`src/rtl/read_data_router.sv`:
```
// Routes AXI read-data beats from three slaves back to two masters; round-robin slave arbitration.
// Latency: one IDLE cycle to arbitrate, then beats pass combinationally slave -> master.
// Backpressure: the targeted master's ready drives the granted slave's ready; unmapped IDs are sunk (ready = 1).
//
// Ports:
//   clk, rst                  clock and synchronous active-high reset
//   RID/RDATA/RRESP/RLAST/RVALID_S0..S2 (in), RREADY_S0..S2 (out)   slave-side read channel
//   RID/RDATA/RRESP/RLAST/RVALID_M0..M1 (out), RREADY_M0..M1 (in)   master-side read channel
//   RID_Sx[7:4] selects the master, RID_Sx[3:0] is the ID returned to that master.
module read_data_router #(
    parameter int RR_INIT = 0
) (
    input  logic        clk,
    input  logic        rst,

    input  logic [7:0]  RID_S0,
    input  logic [31:0] RDATA_S0,
    input  logic [1:0]  RRESP_S0,
    input  logic        RLAST_S0,
    input  logic        RVALID_S0,
    output logic        RREADY_S0,

    input  logic [7:0]  RID_S1,
    input  logic [31:0] RDATA_S1,
    input  logic [1:0]  RRESP_S1,
    input  logic        RLAST_S1,
    input  logic        RVALID_S1,
    output logic        RREADY_S1,

    input  logic [7:0]  RID_S2,
    input  logic [31:0] RDATA_S2,
    input  logic [1:0]  RRESP_S2,
    input  logic        RLAST_S2,
    input  logic        RVALID_S2,
    output logic        RREADY_S2,

    output logic [3:0]  RID_M0,
    output logic [31:0] RDATA_M0,
    output logic [1:0]  RRESP_M0,
    output logic        RLAST_M0,
    output logic        RVALID_M0,
    input  logic        RREADY_M0,

    output logic [3:0]  RID_M1,
    output logic [31:0] RDATA_M1,
    output logic [1:0]  RRESP_M1,
    output logic        RLAST_M1,
    output logic        RVALID_M1,
    input  logic        RREADY_M1
);

    localparam logic [1:0] RR_INIT_P = RR_INIT[1:0];

    typedef enum logic {
        IDLE,
        BUSY
    } state_t;

    state_t     state, state_nxt;
    logic [1:0] g, g_nxt;
    logic [1:0] p, p_nxt;

    // Bit 3 is a permanent zero so a 2-bit index can never fall off the vector.
    logic [3:0] req;
    assign req = {1'b0, RVALID_S2, RVALID_S1, RVALID_S0};

    logic [7:0]  sel_rid;
    logic [31:0] sel_data;
    logic [1:0]  sel_resp;
    logic        sel_last;
    logic        sel_vld;
    logic [3:0]  tgt;
    logic        rdy_sel;
    logic [2:0]  rdy_s;

    function automatic logic [1:0] inc3(input logic [1:0] v);
        return (v >= 2'd2) ? 2'd0 : v + 2'd1;
    endfunction

    // First requester scanning p, p+1, p+2 (mod 3).
    function automatic logic [1:0] pick(input logic [3:0] r, input logic [1:0] ptr);
        logic [1:0] c0, c1, c2;
        c0 = ptr;
        c1 = inc3(c0);
        c2 = inc3(c1);
        if (r[c0])
            return c0;
        else if (r[c1])
            return c1;
        else
            return c2;
    endfunction

    // Granted-slave mux.
    always_comb begin
        sel_rid  = '0;
        sel_data = '0;
        sel_resp = '0;
        sel_last = 1'b0;
        sel_vld  = 1'b0;
        case (g)
            2'd0: begin
                sel_rid  = RID_S0;
                sel_data = RDATA_S0;
                sel_resp = RRESP_S0;
                sel_last = RLAST_S0;
                sel_vld  = RVALID_S0;
            end
            2'd1: begin
                sel_rid  = RID_S1;
                sel_data = RDATA_S1;
                sel_resp = RRESP_S1;
                sel_last = RLAST_S1;
                sel_vld  = RVALID_S1;
            end
            2'd2: begin
                sel_rid  = RID_S2;
                sel_data = RDATA_S2;
                sel_resp = RRESP_S2;
                sel_last = RLAST_S2;
                sel_vld  = RVALID_S2;
            end
            default: begin
                sel_rid  = '0;
            end
        endcase
    end

    // Output routing and next-state logic.
    always_comb begin
        RID_M0    = '0;
        RDATA_M0  = '0;
        RRESP_M0  = '0;
        RLAST_M0  = 1'b0;
        RVALID_M0 = 1'b0;
        RID_M1    = '0;
        RDATA_M1  = '0;
        RRESP_M1  = '0;
        RLAST_M1  = 1'b0;
        RVALID_M1 = 1'b0;
        rdy_sel   = 1'b0;
        rdy_s     = '0;
        tgt       = sel_rid[7:4];
        state_nxt = state;
        g_nxt     = g;
        p_nxt     = p;

        // Outputs are forced low while reset is held, even mid-burst.
        if (!rst && state == BUSY) begin
            if (tgt == 4'd0) begin
                RVALID_M0 = sel_vld;
                RID_M0    = sel_rid[3:0];
                RDATA_M0  = sel_data;
                RRESP_M0  = sel_resp;
                RLAST_M0  = sel_last;
                rdy_sel   = RREADY_M0;
            end else if (tgt == 4'd1) begin
                RVALID_M1 = sel_vld;
                RID_M1    = sel_rid[3:0];
                RDATA_M1  = sel_data;
                RRESP_M1  = sel_resp;
                RLAST_M1  = sel_last;
                rdy_sel   = RREADY_M1;
            end else begin
                // No such master: drain the burst so the slave is not wedged.
                rdy_sel   = 1'b1;
            end
            case (g)
                2'd0:    rdy_s[0] = rdy_sel;
                2'd1:    rdy_s[1] = rdy_sel;
                2'd2:    rdy_s[2] = rdy_sel;
                default: rdy_s    = '0;
            endcase
        end

        case (state)
            IDLE: begin
                if (|req) begin
                    g_nxt     = pick(req, p);
                    state_nxt = BUSY;
                end
            end
            BUSY: begin
                if (sel_vld && rdy_sel && sel_last) begin
                    state_nxt = IDLE;
                    p_nxt     = inc3(g);
                end
            end
            default: state_nxt = IDLE;
        endcase
    end

    assign RREADY_S0 = rdy_s[0];
    assign RREADY_S1 = rdy_s[1];
    assign RREADY_S2 = rdy_s[2];

    always_ff @(posedge clk) begin
        if (rst) begin
            state <= IDLE;
            g     <= 2'd0;
            p     <= RR_INIT_P;
        end else begin
            state <= state_nxt;
            g     <= g_nxt;
            p     <= p_nxt;
        end
    end

endmodule

```
`config.mk`:
```
export PLATFORM = sky130hd
export DESIGN_NAME = read_data_router
export DESIGN_NICKNAME = d
export VERILOG_FILES = /design/src/rtl/read_data_router.sv
export SDC_FILE = /design/constraint.sdc
export NUM_CORES = 1
export LEC_CHECK = 0
export ABC_CLOCK_PERIOD_IN_PS = 1570
export BUFFER_PORTS_ARGS = -buffer_cell sky130_fd_sc_hd__buf_2
export CORE_AREA = 2 2 84 86
export CTS_BUF_LIST = sky130_fd_sc_hd__clkbuf_4 sky130_fd_sc_hd__clkbuf_8
export CTS_CLUSTER_DIAMETER = 120
export DETAILED_ROUTE_END_ITERATION = 16
export DIE_AREA = 0 0 86 88
export GPL_TIMING_DRIVEN = 0
export PLACE_DENSITY = 0.68
export SLEW_MARGIN = 20
export SYNTH_ARGS = -nofsm -noshare
export SYNTH_HDL_FRONTEND = slang
export SYNTH_SLANG_ARGS = --single-unit
```
`constraint.sdc`:
```
create_clock -name clk -period 1.57 [get_ports clk]
set_input_delay 0.0785 -clock clk [delete_from_list [all_inputs] [get_ports clk]]
set_output_delay 0.0785 -clock clk [all_outputs]
set_load 0.02 [all_outputs]
```
### Word-level counts from Yosys, hierarchy flattened

Cells that the tools add are included.

* bits of input ports: 136
* logic and storage cells: 73
* register bits after elaboration: 5
* output and inout bits: 83

* mux-type cells: 49
* reduce and logical (&&, ||, !) cells: 9
* eq/ne operators: 3
* bitwise logic cells: 1
* order comparisons: 5
* $add $sub $neg: 3

Operators with widths (count)
* 2-to-1 mux 32 bit: 5
* one-hot mux 32 bit (3 select lines): 1
* one-hot mux 8 bit (3 select lines): 1
* 2-to-1 mux 1 bit: 20
* 2-to-1 mux 2 bit: 10
* 2-to-1 mux 4 bit: 5
* adder 2 x 1 -> 2 bit (second input constant): 3
* >= comparator 2 bit (second input constant): 3
* less-than comparator 2 x 3 -> 1 bit (second input constant): 2
* one-hot mux 1 bit (3 select lines): 2
* one-hot mux 2 bit (3 select lines): 1
* binary-select mux 1 bit (select 2 bit): 2
* == test 4 x 1 -> 1 bit (second input constant): 1
* zero test 4 bit: 1
* AND reduction 2 bit: 2
* logical AND 1 bit: 3
* 2-to-1 mux 3 bit: 1
* OR reduction 3 bit: 1
* == test 2 x 1 -> 1 bit (second input constant): 1
* == test 2 bit (second input constant): 1
* zero test 2 bit: 1
* one-hot mux 1 bit (2 select lines): 1
* zero test 1 bit: 1
* inverter 1 bit: 1

### Logic depth before layout (Yosys ltp)

Gate-level depths: netlist (run 1).

* word-level depth: 10
* gate-level depth with buffers: 8
* mapped depth without buffers: 5

### Least setup slack after synthesis (run 1)

Ideal clock, no wire load.

* path kind: register -> output
* start point: register g[1]
* end point: output RREADY_S2
* path buffers: 1
* data arrival time: 1827 ps
* cell stages (with the launch flop): 7
* slack: -336 ps
* data required time: 1492 ps
* path through: dfxtp_1 buf_6 mux2_4 o211ai_2 a21oi_2 or3_4 nor3b_1

* cells in the longest elaborated chain, start to end: 7
* elaborated cells between the ends (all ways): 10
* those cells by class: eq/ne: 3; mux: 5; reduce/logical: 2

Ends and longest elaborated chain
* start: declaration: line 60 `logic [1:0] g, g_nxt;`
* start signal: assignment: line 204 `g <= g_nxt;`
* == test 2 bit (tied with other cells): line 101, 168
* one-hot mux 8 bit (3 select lines): line 101 `case (g)`
* == test 4 x 1 -> 1 bit: line 157 `end else if (tgt == 4'd1) begin`
* 2-to-1 mux 1 bit: line 157
* 2-to-1 mux 1 bit: line 150 `if (tgt == 4'd0) begin`
* 2-to-1 mux 1 bit (*): line 168 `case (g)`
* 2-to-1 mux 3 bit (*): line 149 `if (!rst && state == BUSY) begin`
* end: declaration: line 35 `output logic RREADY_S2,`

Mark *: on every way between the ends. The rest lies on a longest branch, timed or not.

### Worst setup path in the final report (run 1)

Same ends and word-level chain as after synthesis.

==> impl_metrics.csv, run 1 <==
group,metric,value,unit
status,status,"finished, violations left",
status,violations,"negative setup slack",
power,power.density,363.3,mW/mm^2
power,share_comb_of_total_power,0.732,
detailed_routing,wl_per_cell,15.07,um
clock_tree,numClockSinks,5,
critical_path,crit_arrival,1.92,ns
die,pin_count,219,
synth,synth-async-reset-ratio,0,
synth,postSynthCellCount,329,
synth,syn-mean-instance-area,5.484,sq um
clock_tree,clk-insertion-delay-late,0.23,ns
finish,finish.net_count,693,
detailed_routing,detail-route-antenna-nets,0,
finish,layout.filler_cells,567,
power,p_int,832.4,uW
finish,layout-area-overhead-vs-synth,138.6,%
placed_design,dp.final_hpwl,7.261,mm
finish,final_layout_size_suffix_gt1_frac,0.6439,
synth,netlist_area,0.001804,sq mm
finish,postLayoutCoreUtil,0.6478,
sta,clock.fmax,0.4993,GHz
power,power_share_of_the_sequential_group,0.098,
power,p_sw,731.2,uW
synth,post_synth_main_area_contributors,"mux2i_1 (22%), nor2_1 (19%), nand2_1 (16%)",
detailed_routing,drt_iter0_markers,108,
power,fraction_of_power_spent_switching_nets,0.4676,
detailed_routing,route.detailed.drc,0,
finish,num_antenna_cells,0,
global_routing,grt_pass1_vias,2893,
synth,synth_warnings,0,
synth,synth_sequential_area_ratio,0.05548,
sta,clock_skew,0.001721,ns
sta,max_slew.worst_pin.slew,0.4305,ns
global_routing,first_pass_grt_wire_length,13.44,mm
power,p_leak,0.001790,uW
synth,synth_largest_area_cell,"mux2i_1",
synth,postSynth.topFlopCell,"dfxtp_1",
clock_tree,number_of_buffers_created_by_cts,3,
die,die_x,86,um
die,initial_utilization,0.2716,
sta,layout_setup_ws,-0.4327,ns
synth,synth_top_area_frac,0.2219,
detailed_routing,via_per_inst,4.956,
power,total_power,1564,uW
synth,yosysMostFrequentCell,"nor2_1",
clock_tree,tritoncts,"done",
die,fp.dieArea,0.007568,sq mm
detailed_routing,detailed_routing_iterations_pass_1,5,
synth,number_of_enable_type_register_cells_in_the_synthesized_netlist,0,
detailed_routing,dr_total_vias,3152,
power,ir_drop,421.5,uV
clock_tree,ctsHtreeMaxLevel,1,
global_routing,global_route.usage.total,0.2172,
sta,slew-limit-headroom,0.7130,
critical_path,setup.worst_path.end_class,"output port",
sta,report.final.hold_viol_count,0,
synth,distinct_cell_type_count_after_synthesis,36,
sta,setup_viol_count_final,86,
critical_path,required,1.49,ns
detailed_routing,wirelength,9.584,mm
finish,design_area,0.004304,sq mm
critical_path,critPathKind,"reg -> out",
placed_design,postPlaceCellArea,0.003671,sq mm
synth,synth.cells.most_frequent,"nor2_1 (90), nand2_1 (77), mux2i_1 (40), o21ai_0 (40), clkbuf_1 (19)",
clock_tree,ctsLongestPathBuffers,2,
global_routing,grt_antenna_before_repair,0,
finish,multiInputGateArea,0.002256,sq mm
run,cap_violations,0,
global_routing,pin_count_of_the_biggest_net_entering_global_routing,11,
placed_design,portBuffers,217,
finish,layout.area.seq,105.1,sq um
sta,grt_setup_unrepaired,"yes",
sta,slew_violations,0,
die,die_height,88,um
critical_path,worstSetupStartpointType,"flip-flop",
power,p_clk_frac,0.170,
synth,syn-num-nets,465,
clock_tree,clk_transition_reported_paths,0.04,ns
clock_tree,cts.root.buffer_cell,"clkbuf_8",
critical_path,path_max_fanout,6,
die,placementRows,30,
die,placeableCoreArea,0.006644,sq mm
sta,finalWorstPathRequiredPeriod,2.003,ns
global_routing,globalRoute.totalOverflow,0,
synth,yosys_register_bits,5,
worst_hold_path,timing.hold.worst.class,"in -> reg",
placed_design,gp_congestion,0.9238,
sta,layout_worst_path_cycle_share,1.276,
[worst paths after layout]
path                                         from                 to  slack [ns]  depth (start not counted)
worst min-delay path                          rst  p[0]$_SDFFE_PP0P_        0.27                          2
worst max-delay path            g[1]$_SDFFE_PP0P_          RREADY_S2       -0.43                          6
worst min register to register   state$_SDFF_PP0_   state$_SDFF_PP0_        0.53                          1
worst max register to register  g[1]$_SDFFE_PP0P_  p[0]$_SDFFE_PP0P_       -0.31                          8
[registers in the layout, indices dropped and copies added, names as in the netlist]
name and flops:
g 2, p 2, state 1
[worst max-delay path: stages (launching register included)]
cell and delay (ns):
dfxtp_4 0.40, mux2_4 0.32, o211ai_4 0.11, a21oi_4 0.10
or3_4 0.42, nor3b_4 0.20, buf_6 0.14
[metrics by stage]
step	setup WS [ns]	hold slack (ns)	setup TNS (ns)	instances
CTS	-0.4076	0.2732	-30.05	631
floorplan	-0.09446	0.3244	-6.017	329
detailed placement	-0.5333	0.4567	-33.11	626
finish	-0.4327	0.2650	-29.68	636
global route	-0.5167	0.3158	-35.91	636
global placement	-0.5096	0.4478	-33.28	626
[metal layers]
layer | global-route usage | vias up | wire length (um)
met5 | 0 | - | 0
met4 | 0.03175 | 0 | 80
met3 | 0.03110 | 16 | 717
met2 | 0.4292 | 155 | 5322
met1 | 0.2501 | 1433 | 3462
li1 | - | 1548 | -
[logic make-up after synthesis]
family | count (synthesis) | share of synthesized area
AOI/OAI and AO/OA | 55 | 0.1782
DFF | 5 | 0.05548
muxes | 42 | 0.2365
buffers and inverters | 33 | 0.08253
and+or+nand+nor | 194 | 0.4473
[cells in the final DEF (no fill, tap or decap), types with 2 or more instances in the layout]
master and n:
buf_6 45, buf_4 10, inv_1 2, nor4_1 2, clkbuf_16 6, a21oi_1 3, mux2i_1 40, buf_12 3
clkbuf_1 2, o41ai_2 2, o21ai_0 39, nor2_2 2, clkbuf_4 4, dfxtp_1 3, nor2_1 8, nand2b_1 4
nand2_1 76, nor2_4 80, clkbuf_8 4, clkbuf_2 6, buf_8 3, buf_2 175, nor3_1 7
[what timing repair did]
action	CTS	global route
endpoints found under the setup margin	87	86
gates cloned	0	4
buffers inserted	4	1
pin swaps	6	27
resized for setup	36	121
hold buffers	0	0
[layout make-up]
cell class	count	area share
Inverter	2	0.001744
Multi-Input combinational cell	291	0.5241
Tap cell	80	0.02326
Timing Repair Buffer	226	0.3430
Clock buffer	4	0.01134
Sequential cell	5	0.02442
Buffer	28	0.07209
[power groups by stage]
| stage | Sequential, uW | Clock [uW] | Combinational (uW) |
|---|---|---|---|
| final | 154 | 266 | 1140 |
| after CTS | 151 | 262 | 1030 |
| after global routing | 155 | 269 | 1240 |
| after detailed placement | 148 | 0 | 981 |
| after global placement | 147 | 0 | 966 |
| after floorplan | 146 | 0 | 668 |
No activity file was read; power rests on OpenSTA's default activity.
==> run 2, diff against run 1 <==
--- a/config.mk
+++ b/config.mk
@@ -5,6 +5,7 @@
 export SDC_FILE = /design/constraint.sdc
 export NUM_CORES = 1
 export LEC_CHECK = 0
+export ABC_AREA = 1
 export ABC_CLOCK_PERIOD_IN_PS = 1570
 export BUFFER_PORTS_ARGS = -buffer_cell sky130_fd_sc_hd__buf_2
 export CORE_AREA = 2 2 84 86
==> run 2 against run 1 <==
Effect of this change:
- the run still ends with negative setup slack left
- synthesized cell count grew 23%
- cell area fell by 11%
- worst setup slack improved by 0.26 ns
- fmax up 15%
- sequential share of layout area increased by 0.19 points
- combinational power grew 4%
- clock-buffer cell count did not move
- sequential power is 7% lower
- global-route usage is 2.1 points higher
- utilization fell by 6.8 points
- critical endpoint is now RDATA_M0[18]
==> impl_metrics.csv, run 2 <==
group,metric,value,unit
die,die_height,88,um
critical_path,setup.worst_path.end_class,"output port",
global_routing,globalRoute.totalOverflow,0,
synth,synth-async-reset-ratio,0,
synth,synth_top_area_frac,0.3375,
synth,yosysMostFrequentCell,"nand2_1",
placed_design,dp.final_hpwl,7.434,mm
detailed_routing,dr_total_vias,3491,
finish,top_regs,"g x2, p x2, state x1",
critical_path,cp_slowest_stage_delay,0.33,ns
finish,layout-area-overhead-vs-synth,113.7,%
finish,most_frequent_cells_in_the_layout,"nand2_1 (147), buf_2 (138), buf_4 (72)",
clock_tree,numClockSinks,5,
worst_hold_path,timing.hold.worst.class,"in -> reg",
synth,syn-mean-instance-area,4.460,sq um
power,ir_drop,398.7,uV
sta,clock_skew,0.001201,ns
global_routing,grt_antenna_before_repair,0,
synth,postSynthCellCount,404,
synth,synth.cells.most_frequent,"nand2_1 (162), nor2_1 (100), nand3_1 (71)",
synth,synth_sequential_area_ratio,0.05556,
global_routing,first_pass_grt_wire_length,14.61,mm
detailed_routing,drt_iter0_markers,93,
sta,layout_worst_path_cycle_share,1.112,
critical_path,crit_arrival,1.67,ns
synth,synth_warnings,0,
detailed_routing,wirelength,10.27,mm
synth,number_of_enable_type_register_cells_in_the_synthesized_netlist,0,
sta,setup_viol_count_final,86,
sta,max_slew.worst_pin.slew,0.3159,ns
sta,report.final.hold_viol_count,0,
placed_design,portBuffers,218,
critical_path,required,1.49,ns
sta,slew_violations,0,
status,violations,"negative setup slack",
clock_tree,tritoncts,"done",
placed_design,postPlaceCellArea,0.002993,sq mm
global_routing,global_route.usage.total,0.2386,
synth,postSynth.topFlopCell,"dfxtp_1",
die,pin_count,219,
finish,finish.net_count,773,
clock_tree,clk_transition_reported_paths,0.04,ns
critical_path,critPathKind,"reg -> out",
detailed_routing,detailed_routing_iterations_pass_1,5,
clock_tree,ctsHtreeMaxLevel,1,
critical_path,crit_path_top_delay_cell,"dfxtp_2",
die,die_x,86,um
power,power.density,414.7,mW/mm^2
finish,layout_commonest_cell,"nand2_1",
sta,clock.fmax,0.5730,GHz
critical_path,buffering_stage_count_on_the_worst_path_with_inverters_included,3,
clock_tree,cts.root.buffer_cell,"clkbuf_8",
global_routing,grt_pass1_vias,3254,
sta,setup_tns,-11.41,ns
critical_path,path_common_cell,"buf_6",
die,placementRows,30,
status,status,"finished, violations left",
finish,final_layout_size_suffix_gt1_frac,0.5173,
die,initial_utilization,0.2712,
sta,finalWorstPathRequiredPeriod,1.745,ns
clock_tree,ctsLongestPathBuffers,2,
power,p_leak,0.002034,uW
global_routing,pin_count_of_the_biggest_net_entering_global_routing,11,
detailed_routing,route.detailed.drc,0,
critical_path,worstSetupStartpointType,"flip-flop",
sta,slew-limit-headroom,0.7881,
synth,synth_largest_area_cell,"nand2_1",
detailed_routing,via_per_inst,4.876,
critical_path,category_of_cells_accounting_for_the_largest_share_of_critical_path_delay,"simple AND/OR/NAND/NOR gates",
detailed_routing,wl_per_cell,14.34,um
synth,yosys_register_bits,5,
critical_path,timing.critical_path.cells,"buf_6 > nor2_8 > nand2_2 > nand3_4 > nor2_4 > nand2_4 > buf_6 > nor2_1 > buf_4",
critical_path,path_max_fanout,10,
synth,distinct_cell_type_count_after_synthesis,24,
synth,post_synth_main_area_contributors,"nand2_1 (34%), nor2_1 (21%), nand3_1 (20%)",
die,fp.dieArea,0.007568,sq mm
finish,num_antenna_cells,0,
detailed_routing,detail-route-antenna-nets,0,
finish,design_area,0.003851,sq mm
run,cap_violations,0,
synth,netlist_area,0.001802,sq mm
clock_tree,clk-insertion-delay-late,0.22,ns
synth,syn-num-nets,540,
die,placeableCoreArea,0.006644,sq mm
sta,layout_setup_ws,-0.1751,ns
sta,grt_setup_unrepaired,"yes",
placed_design,gp_congestion,0.8953,
clock_tree,number_of_buffers_created_by_cts,3,
run 2: changes by cell type after synthesis, moves of 6 or more:
cell | previous run | this run
nand3_1 | 1 | 71
nor2_1 | 90 | 100
mux2i_1 | 40 | 0
inv_1 | 2 | 15
o21ai_0 | 40 | 4
nand2_1 | 77 | 162
clkbuf_1 | 19 | 9
buf_2 | 8 | 14
run 2: worst register-to-register path, stage by stage, from the launching register on:
cell	delay [ns]
dfxtp_2	0.33
buf_6	0.14
nor2_8	0.19
nand2_2	0.09
nand3_4	0.12
nor2_4	0.06
nand3b_1	0.09
nand3_2	0.12
buf_4	0.17
nor2_4	0.10
nor2_1	0.05
nor2_1	0.12
run 2: cell type report:
cell class | instances | area (sq um)
repair buffers | 228 | 1496
multi-input cells | 354 | 1719
flip-flops and latches | 5 | 101.3
plain buffers | 28 | 316.6
well taps | 80 | 100.1
fillers | 662 | 2793
clock buffers | 4 | 48.80
inverters | 17 | 68.82
run 2: through the flow:
step	total power (uW)	setup slack, ns	std cells	hold WS (ns)	util
3_5_place_dp	1034	-0.2139	702	0.3924	0.4505
4_1_cts	1486	-0.1304	712	0.1773	0.5347
2_1_floorplan	678.6	0.09624	404	0.2601	-
6_report	1597	-0.1751	716	0.1829	0.5797
3_3_place_gp	1021	-0.2080	702	0.4026	0.4505
5_1_grt	1707	-0.2474	716	0.2075	0.5797
run 2: layer usage:
metal  track usage  vias up  share of wire
li1              -     1733              -
met1        0.2479     1562           0.39
met2        0.4722      180           0.52
met3       0.03864       16          0.080
met4       0.09524        0          0.016
met5             0        -              0
run 2: power breakdown:
group | internal, uW | leakage, uW | switching (uW)
logic | 522 | 0.00197 | 669
registers | 136 | 0.0000415 | 7.15
clock network | 192 | 0.0000262 | 71.1
total | 850 | 0.00203 | 747
run 2: timing repair:
action | CTS | global route
gates resized for setup | 159 | 76
setup buffers | 5 | 2
cloned | 1 | 2
pin swaps | 6 | 11
endpoints found under the setup margin | 83 | 85
hold buffers | 0 | 0
run 2: path summary, 6_finish.rpt:
path	startpoint	endpoint	slack (ns)	cells after the start
worst max-delay path	g[0]$_SDFFE_PP0P_	RDATA_M0[18]	-0.18	9
worst min-delay path	rst	p[0]$_SDFFE_PP0P_	0.18	4
worst max register to register	g[0]$_SDFFE_PP0P_	p[1]$_SDFFE_PP0P_	-0.07	11
worst min register to register	p[1]$_SDFFE_PP0P_	p[1]$_SDFFE_PP0P_	0.56	2
run 2: cells by family (layout without fill, tap and decap cells):
family | Yosys count | count (layout) | synth area share
DFF | 5 | 5 | 0.05556
and+or+nand+nor | 343 | 343 | 0.7882
buffers and inverters | 45 | 277 | 0.1194
AOI/OAI and AO/OA | 11 | 11 | 0.03681
